`src/rtl/mem_arbiter.sv`:
```
// mem_arbiter: shares one synchronous 1-cycle-latency memory between the CPU (port A) and the loader (port B).
// Define ARB_ROUND_ROBIN_EN for round-robin arbitration; default is A-priority with a MAX_BURST starvation limit.
module mem_arbiter #(
  parameter int AW        = 15,
  parameter int DW        = 16,
  parameter int MAX_BURST = 4
) (
  input  logic          clk,
  input  logic          rst_n,
  input  logic          a_req,
  input  logic          a_we,
  input  logic [AW-1:0] a_addr,
  input  logic [DW-1:0] a_wdata,
  output logic          a_gnt,
  output logic          a_rvalid,
  output logic [DW-1:0] a_rdata,
  input  logic          b_req,
  input  logic          b_we,
  input  logic [AW-1:0] b_addr,
  input  logic [DW-1:0] b_wdata,
  output logic          b_gnt,
  output logic          b_rvalid,
  output logic [DW-1:0] b_rdata,
  output logic          mem_en,
  output logic          mem_we,
  output logic [AW-1:0] mem_addr,
  output logic [DW-1:0] mem_wdata,
  input  logic [DW-1:0] mem_rdata,
  output logic          busy
);

  logic          gnt_a_s, gnt_b_s, b_wins_s, any_gnt_s, rd_ret_s;
  logic          mem_en_q, mem_en_d, mem_we_q, mem_we_d;
  logic [AW-1:0] mem_addr_q, mem_addr_d;
  logic [DW-1:0] mem_wdata_q, mem_wdata_d;
  logic          owner_b_q, owner_b_d;
  logic          a_rvalid_q, a_rvalid_d, b_rvalid_q, b_rvalid_d;
  logic [DW-1:0] a_hold_q, a_hold_d, b_hold_q, b_hold_d;
  logic          busy_q, busy_d;

`ifdef ARB_ROUND_ROBIN_EN
  logic last_b_q, last_b_d;

  // Under contention the port that did not win last time goes first.
  assign b_wins_s = b_req & (~a_req | ~last_b_q);

  always_comb begin
    last_b_d = last_b_q;
    if (any_gnt_s) begin
      last_b_d = gnt_b_s;
    end else begin
      last_b_d = last_b_q;
    end
  end

  always_ff @(posedge clk) begin
    if (!rst_n) last_b_q <= 1'b1;
    else        last_b_q <= last_b_d;
  end
`else
  localparam logic [3:0] MaxBurst = 4'(MAX_BURST);
  logic [3:0] burst_q, burst_d;

  // B is forced in once A has taken MAX_BURST grants while B was waiting.
  assign b_wins_s = b_req & (~a_req | (burst_q == MaxBurst));

  always_comb begin
    burst_d = burst_q;
    if (!b_req || gnt_b_s) begin
      burst_d = 4'd0;
    end else if (gnt_a_s) begin
      burst_d = burst_q + 4'd1;
    end else begin
      burst_d = burst_q;
    end
  end

  always_ff @(posedge clk) begin
    if (!rst_n) burst_q <= 4'd0;
    else        burst_q <= burst_d;
  end
`endif

  always_comb begin
    gnt_a_s = 1'b0;
    gnt_b_s = 1'b0;
    if (rst_n) begin
      gnt_b_s = b_wins_s;
      gnt_a_s = a_req & ~b_wins_s;
    end else begin
      gnt_a_s = 1'b0;
      gnt_b_s = 1'b0;
    end
  end

  assign any_gnt_s = gnt_a_s | gnt_b_s;
  assign rd_ret_s  = mem_en_q & ~mem_we_q;

  always_comb begin
    mem_en_d    = any_gnt_s;
    mem_we_d    = 1'b0;
    mem_addr_d  = mem_addr_q;
    mem_wdata_d = mem_wdata_q;
    owner_b_d   = owner_b_q;
    if (gnt_b_s) begin
      mem_we_d    = b_we;
      mem_addr_d  = b_addr;
      mem_wdata_d = b_wdata;
      owner_b_d   = 1'b1;
    end else if (gnt_a_s) begin
      mem_we_d    = a_we;
      mem_addr_d  = a_addr;
      mem_wdata_d = a_wdata;
      owner_b_d   = 1'b0;
    end else begin
      mem_we_d    = 1'b0;
    end
    a_rvalid_d = rd_ret_s & ~owner_b_q;
    b_rvalid_d = rd_ret_s & owner_b_q;
    a_hold_d   = a_rvalid_q ? mem_rdata : a_hold_q;
    b_hold_d   = b_rvalid_q ? mem_rdata : b_hold_q;
    busy_d     = any_gnt_s | rd_ret_s;
  end

  always_ff @(posedge clk) begin
    if (!rst_n) begin
      mem_en_q    <= 1'b0;
      mem_we_q    <= 1'b0;
      mem_addr_q  <= '0;
      mem_wdata_q <= '0;
      owner_b_q   <= 1'b0;
      a_rvalid_q  <= 1'b0;
      b_rvalid_q  <= 1'b0;
      a_hold_q    <= '0;
      b_hold_q    <= '0;
      busy_q      <= 1'b0;
    end else begin
      mem_en_q    <= mem_en_d;
      mem_we_q    <= mem_we_d;
      mem_addr_q  <= mem_addr_d;
      mem_wdata_q <= mem_wdata_d;
      owner_b_q   <= owner_b_d;
      a_rvalid_q  <= a_rvalid_d;
      b_rvalid_q  <= b_rvalid_d;
      a_hold_q    <= a_hold_d;
      b_hold_q    <= b_hold_d;
      busy_q      <= busy_d;
    end
  end

  assign a_gnt     = gnt_a_s;
  assign b_gnt     = gnt_b_s;
  assign mem_en    = mem_en_q;
  assign mem_we    = mem_we_q;
  assign mem_addr  = mem_addr_q;
  assign mem_wdata = mem_wdata_q;
  assign a_rvalid  = a_rvalid_q;
  assign b_rvalid  = b_rvalid_q;
  // Memory data arrives in the rvalid cycle itself, so it is passed through then and held afterwards.
  assign a_rdata   = a_rvalid_q ? mem_rdata : a_hold_q;
  assign b_rdata   = b_rvalid_q ? mem_rdata : b_hold_q;
  assign busy      = busy_q;

endmodule

```
`config.mk`:
```
export PLATFORM = sky130hd
export DESIGN_NAME = mem_arbiter
export DESIGN_NICKNAME = d
export VERILOG_FILES = /design/src/rtl/mem_arbiter.sv
export SDC_FILE = /design/constraint.sdc
export NUM_CORES = 1
export LEC_CHECK = 0
export CAP_MARGIN = 25
export CORE_ASPECT_RATIO = 1.5
export CORE_MARGIN = 5
export CORE_UTILIZATION = 35
export DETAILED_ROUTE_END_ITERATION = 6
export HOLD_SLACK_MARGIN = 0.1
export PLACE_DENSITY = 0.8
export SKIP_CTS_REPAIR_TIMING = 1
export SLEW_MARGIN = 20
export SYNTH_ARGS = -nofsm -noshare
export SYNTH_HDL_FRONTEND = slang
export SYNTH_SLANG_ARGS = --single-unit
```
`constraint.sdc`:
```
create_clock -name clk -period 1.9 [get_ports clk]
set_clock_uncertainty 0.05 [all_clocks]
set_input_delay 0.38 -clock clk [delete_from_list [all_inputs] [get_ports clk]]
set_output_delay 0.38 -clock clk [all_outputs]
set_load 0.02 [all_outputs]
```
==> metrics.md, run 1 <==
| Metric | Value |
|---|---|
| Failing checks | negative setup slack |
| Period utilisation layout | 105% |
| CTS Buffer Depth | 2 |
| Via count | between 3,000 and 4,000 |
| Biggest area consumer among synthesized cells | dfxtp_1 |
| Sequential-to-total area share from yosys stat | between 40% and 50% |
| I/O pin cnt | approximately 150 |
| Core Rows | 44 |
| # fillers | between 800 and 900 |
| Routability cong. | 0.756 |
| Worst hold path class | register to register |
| Unrepaired setup endpoints after global routing | yes |
| Pwr dens | a little under 800 nW/um^2 |
| Max-slew violations | 0 |
| Max_cap viols | 0 |
| First-pass GRT wire length | ~16,000 um |
| Clk_lat worst skew | 0.33 ns |
| Vias in the first global route | about 3,300 |
| # nets final | 585 |
| Die Ht | 133 um |
| Pleak | about 0.0026 uW |
| Main combinational cell family by area after synthesis | multiplexers |
| Worst slew margin | 60.3% |
| Final Non-Filler Cells | between 600 and 700 |
| Synth area leaders | dfxtp_1 42%, mux2i_1 11%, mux2_1 11% |
| Effective utilization at floorplan | between 30 and 40% |
| WL final | 10,400 um |
| Synth top area share | 41.6% |
| Worst Setup Path Type | register to primary output |
| Synthesized cell area | 3510 um^2 |
| Worst Tran Pin Value | 0.593 ns |
| Clk pin slew, worst setup/hold paths | 0.06 ns |
| Placeable Area | 9740 um^2 |
| DR DRC count | 0 |
| Post-synthesis mux area share | roughly 21% |
| Tot GR Track Use | between 10% and 20% |
| Grt ovf | 0 |
| CP required | 1.47 ns |
| Compound-Gate Fraction of Synth Area | 11.3% |
| Top post-synthesis cells by count | 73 x dfxtp_1, 44 x and2_1, 39 x nand3b_1, 38 x mux2i_1, 33 x mux2_1 |
| Initial antenna violation count | 0 |
| Syn Inst Count | 340 |
| Fin worst setup slack | -0.0966 ns |
| Post-Synth Simple-Gate Area | about 19% |
| Final setup vio count | 5 |
| Detailed Routing Iterations Pass 1 | 4 |
| XOR/XNOR Fraction of Synth Area | less than 1% |
| Number of synthesized flops with an enable pin | 0 |
| DRT antenna net count | 0 |
| Cell with the most instances after synthesis | dfxtp_1 |
| Post-synthesis cell type count | 31 |
| Share of layout cells above drive strength 1 | between 10% and 20% |
| Detailed Route Iter0 Violations | 105 |
| Synth async-reset ratio | 0% |
| CP endpoint kind | primary output |
| Adder-cell share of the synthesized area | less than 1% |
| TritonCTS Buffers | 9 |
| Worst Path Arrival | around 1.6 ns |
| Synthesis warning total | 0 |
| Outcome | finished, violations left |
| Area Overhead vs Synth | 58.6% |
| Clk sinks | 73 |
| Max FO, Critical Path | 8 |
| Wire per inst | 16.8 um |
| Largest vdd supply drop | ~0.42 mV |
| Startpoint Class | register |
| Largest net degree at the start of global routing | between 50 and 60 |
| Upper clock frequency limit | ~0.50 GHz |
| Primary FF master, synth | dfxtp_1 |
| Root buf cell | clkbuf_16 |
| CTS tree | built |
| Min Tclk post-route | between 1.5 and 2 ns |
| Antenna fix cells | 0 |
| Number of I/O port buffers | 153 |
| Die width | 91.8 um |
| H-tree depth | 3 |
| Final Hold Fails | 0 |
| Post-Syn Nets | 426 |
| Register cell area after layout | roughly 1500 um^2 |
| Placed Instances | 594 |
| Syn avg cell area | ~10 um^2 |
| Post-Route Utilization | around 57% |
| Total die area | between 10,000 and 15,000 um^2 |
| Area of the multi-input gates | about 1900 um^2 |
| Number of synthesized register bits | 73 |
| Vias per cell | between 5 and 6 |
| DP HPWL | 7440 um |
-- through the flow --
step	hold slack, ns	total power, uW	worst slack, ns	TNS (ns)	cell area (um^2)
global route	0.419	4540	-0.149	-0.631	5570
CTS	0.403	4430	-0.404	-10.69	5520
detailed placement	0.383	2470	-0.332	-8.34	5170
finish	0.397	4370	-0.0966	-0.331	5570
global placement	0.373	2450	-0.308	-7.14	5170
floorplan	0.363	2040	0.180	0	3510
-- metal layers --
layer / vias to the layer above / GRT usage, % / routed length (um)
met4: 0 / 5.12 / 136
met5: - / 0 / 0
met1: 1495 / 18.9 / 4190
li1: 1540 / - / -
met3: 9 / 5.11 / 749
met2: 124 / 28.6 / 5360
-- power by group --
part / switching (uW) / total, uW / internal [uW]
logic: 355 / 780 / 425
clock network: 668 / 1950 / 1280
registers: 35.3 / 1640 / 1610
total: 1060 / 4370 / 3320
-- flip-flops by register name, summed over array words and instances (netlist names) --
| name | flops |
|---|---|
| a_hold_q | 16 |
| a_rvalid | 1 |
| b_hold_q | 16 |
| b_rvalid | 1 |
| burst_q | 4 |
| busy | 1 |
| mem_addr | 15 |
| mem_en | 1 |
| mem_wdata | 16 |
| mem_we | 1 |
| owner_b_q | 1 |
-- critical path, stage by stage, from the launching register on --
cell	delay, ns
dfxtp_4	0.35
buf_6	0.12
clkbuf_16	0.15
buf_4	0.13
mux2_1	0.32
buf_2	0.17
-- cell families (layout without fill, tap and decap cells) --
logic type                 after synthesis  after routing
DFF                                     73             73
and+or+nand+nor                        101            101
buffers and inverters                   37            201
adders and majority gates                2              2
AOI/OAI and AO/OA                       55             55
muxes                                   71             71
xor gates and xnor gates                 1              1
-- cell type report --
class	instances	area share, %
well taps	115	2.59
clock inverters	7	2.09
inverters	6	0.405
multi-input cells	230	33.7
flip-flops and latches	73	26.3
clock buffers	9	4.05
repair buffers	179	30.8
-- path summary, 6_finish.rpt --
| kind | end | cells past startpoint | slack [ns] | start |
|---|---|---|---|---|
| max | b_rdata[9] | 5 | -0.1 | b_rvalid |
| min | b_rvalid | 2 | 0.40 | owner_b_q |
| max reg2reg | mem_wdata[0] | 6 | 0.38 | burst_q[1] |
| min reg2reg | b_rvalid | 2 | 0.40 | owner_b_q |
-- cells in the final DEF, fill, tap and decap left out, types with 10 or more instances in the layout --
cell	instances
a211oi_1	19
clkdlybuf4s50_1	114
o21ai_1	13
and2_1	44
clkbuf_16	10
nand3b_1	39
dfxtp_1	72
mux2_1	30
a221o_1	12
buf_4	22
clkbuf_2	11
dlymetal6s2s_1	14
mux2i_1	38
buf_2	10
Note: power is estimated with default switching activity, not from simulation.
==> run 2, diff against run 1 <==
Settings changed: CORE_ASPECT_RATIO 1.5 to 0.5, GPL_TIMING_DRIVEN set to 0.
==> metrics.md, run 2 (synthesis results as in run 1) <==
| Metric | Value |
|---|---|
| Pleak | 0.00259 uW (-1.5%) |
| Share of layout cells above drive strength 1 | 18.2% (+3.1 points) |
| I/O pin cnt | 154 (unchanged) |
| Die width | 152 um (+65%) |
| # nets final | 594 (+1.5%) |
| Detailed Route Iter0 Violations | 132 (+26%) |
| Vias in the first global route | 3,282 (-0.061%) |
| DR DRC count | 0 (unchanged) |
| Die Ht | 80.8 um (-39%) |
| Worst hold path class | primary input to register |
| Core Rows | 25 (-43%) |
| Clk sinks | 73 (unchanged) |
| Via count | 3,175 (+0.22%) |
| Unrepaired setup endpoints after global routing | yes |
| CP required | 1.47 ns (about the same) |
| # fillers | 808 (-4.0%) |
| DRT antenna net count | 0 (unchanged) |
| Worst Tran Pin Value | 0.533 ns (-0.0601 ns) |
| Final Hold Fails | 0 (unchanged) |
| Largest net degree at the start of global routing | 12 (-79%) |
| Initial antenna violation count | 0 (unchanged) |
| Max FO, Critical Path | 4 (-4) |
| Final Non-Filler Cells | 647 (+4.5%) |
| Clk pin slew, worst setup/hold paths | 0.06 ns (about the same) |
| Hold slack final | 0.331 ns (-0.0656 ns) |
| Effective utilization at floorplan | 36.5% (+0.53 points) |
| Hold Crit Depth | 2 (unchanged) |
| Max-slew violations | 0 (unchanged) |
| CTS Buffer Depth | 2 (unchanged) |
| Placed Instances | 625 (+5.2%) |
| First-pass GRT wire length | 16,900 um (+3.2%) |
| WL final | 11,300 um (+8.1%) |
| Root buf cell | clkbuf_16 |
| CTS tree | built |
| Routability cong. | 0.783 (+3.7%) |
| Commonest non-fill, non-tap cells in the layout | 116 x clkdlybuf4s50_1, 69 x dfxtp_1, 44 x and2_1 |
| Worst Setup Path Type | register to primary output |
| Most common cell after layout, fill and taps aside | clkdlybuf4s50_1 |
| Fin worst setup slack | 0.0195 ns (+0.116 ns) |
| DP HPWL | 7960 um (+7.0%) |
| Area Overhead vs Synth | 63.2% |
| Number of I/O port buffers | 150 (-2.0%) |
| Outcome | finished, final reports clean |
| Antenna fix cells | 0 (unchanged) |
| Pwr dens | 721 nW/um^2 (-8.2%) |
| Worst slew margin | 64.5% (+4.2 points) |
| Pre-CTS setup slack | -0.429 ns (-0.0970 ns) |
| R2R depth | 7 (+1) |
| Placeable Area | 9600 um^2 (-1.5%) |
| Vias per cell | 4.91 (-4.1%) |
| Max_cap viols | 0 (unchanged) |
| Flop2flop setup slack | 0.33 ns (-0.05 ns) |
| Startpoint Class | register |
| Final setup vio count | 0 (-5) |
| Detailed Routing Iterations Pass 1 | 4 (unchanged) |
| TritonCTS Buffers | 9 (unchanged) |
| Tot GR Track Use | 17.6% (+1.2 points) |
| Upper clock frequency limit | 0.532 GHz (+6.2%) |
| CP endpoint kind | primary output |
| Clk_lat worst skew | 0.33 ns (about the same) |
| Grt ovf | 0 (unchanged) |
| Min Tclk post-route | 1.88 ns (-0.116 ns) |
| Total die area | 12,300 um^2 (+0.67%) |
| Largest vdd supply drop | 0.399 mV (-4.2%) |
| Worst Path Arrival | 1.45 ns (-0.12 ns) |
| H-tree depth | 3 (unchanged) |
| Wire per inst | 17.4 um (+3.4%) |
| Period utilisation layout | 99.0% (-6.1 points) |
run 2: changes by cell type in the layout (fill, tap and decap cells not counted), moves of 3 or more:
cell,change
mux2_4,+19
clkbuf_1,+14
mux2_1,-17
buf_6,+12
buf_2,-4
clkbuf_2,-10
dlymetal6s2s_1,-3
dfxtp_1,-3
dfxtp_2,+4
run 2: layout make-up:
| class | count | area (um^2) | area share (%) |
|---|---|---|---|
| plain buffers | 30 | 209 | 3.65 |
| clock buffers | 11 | 233 | 4.06 |
| clock inverters | 4 | 45.0 | 0.786 |
| inverters | 6 | 22.5 | 0.393 |
| multi-input cells | 230 | 1960 | 34.3 |
| flip-flops and latches | 73 | 1470 | 25.6 |
| well taps | 135 | 169 | 2.95 |
| repair buffers | 158 | 1620 | 28.3 |
run 2: critical path, cell delays in order (launching register included):
cell	delay [ns]
dfxtp_2	0.34
inv_2	0.07
ha_4	0.15
nand3b_4	0.11
a21oi_4	0.19
buf_6	0.14
buf_6	0.11
run 2: final timing paths:
kind	to	startpoint
worst max-delay path	b_gnt	burst_q[0]
worst min-delay path	mem_en	a_req
worst max register to register	mem_wdata[8]	burst_q[0]
worst min register to register	b_rvalid	owner_b_q
run 2: where the power goes:
part	internal [uW]	leakage, uW	switching (uW)
clock network	1000	0.000139	635
registers	1610	0.000601	37.2
logic	468	0.00185	378
total	3080	0.00259	1050
run 2: per-layer routing:
layer  vias to the layer above  global-route usage (%)  part of all wire (%)
met3                        12                    3.90                   4.9
met5                         -                       0                     0
met1                      1521                    21.7                    44
li1                       1555                       -                     -
met2                        87                    30.9                    50
met4                         0                    5.73                   1.3
run 2: stage by stage:
step / TNS, ns / total power, uW / cell area [um^2] / util (%)
floorplan: 0 / 2040 / 3510 / -
global placement: -8.95 / 2470 / 5180 / 53.9
detailed placement: -9.17 / 2480 / 5180 / 53.9
CTS: -18.91 / 4140 / 5460 / 56.8
global route: -0.0117 / 4290 / 5730 / 59.6
finish: 0 / 4130 / 5730 / 59.6
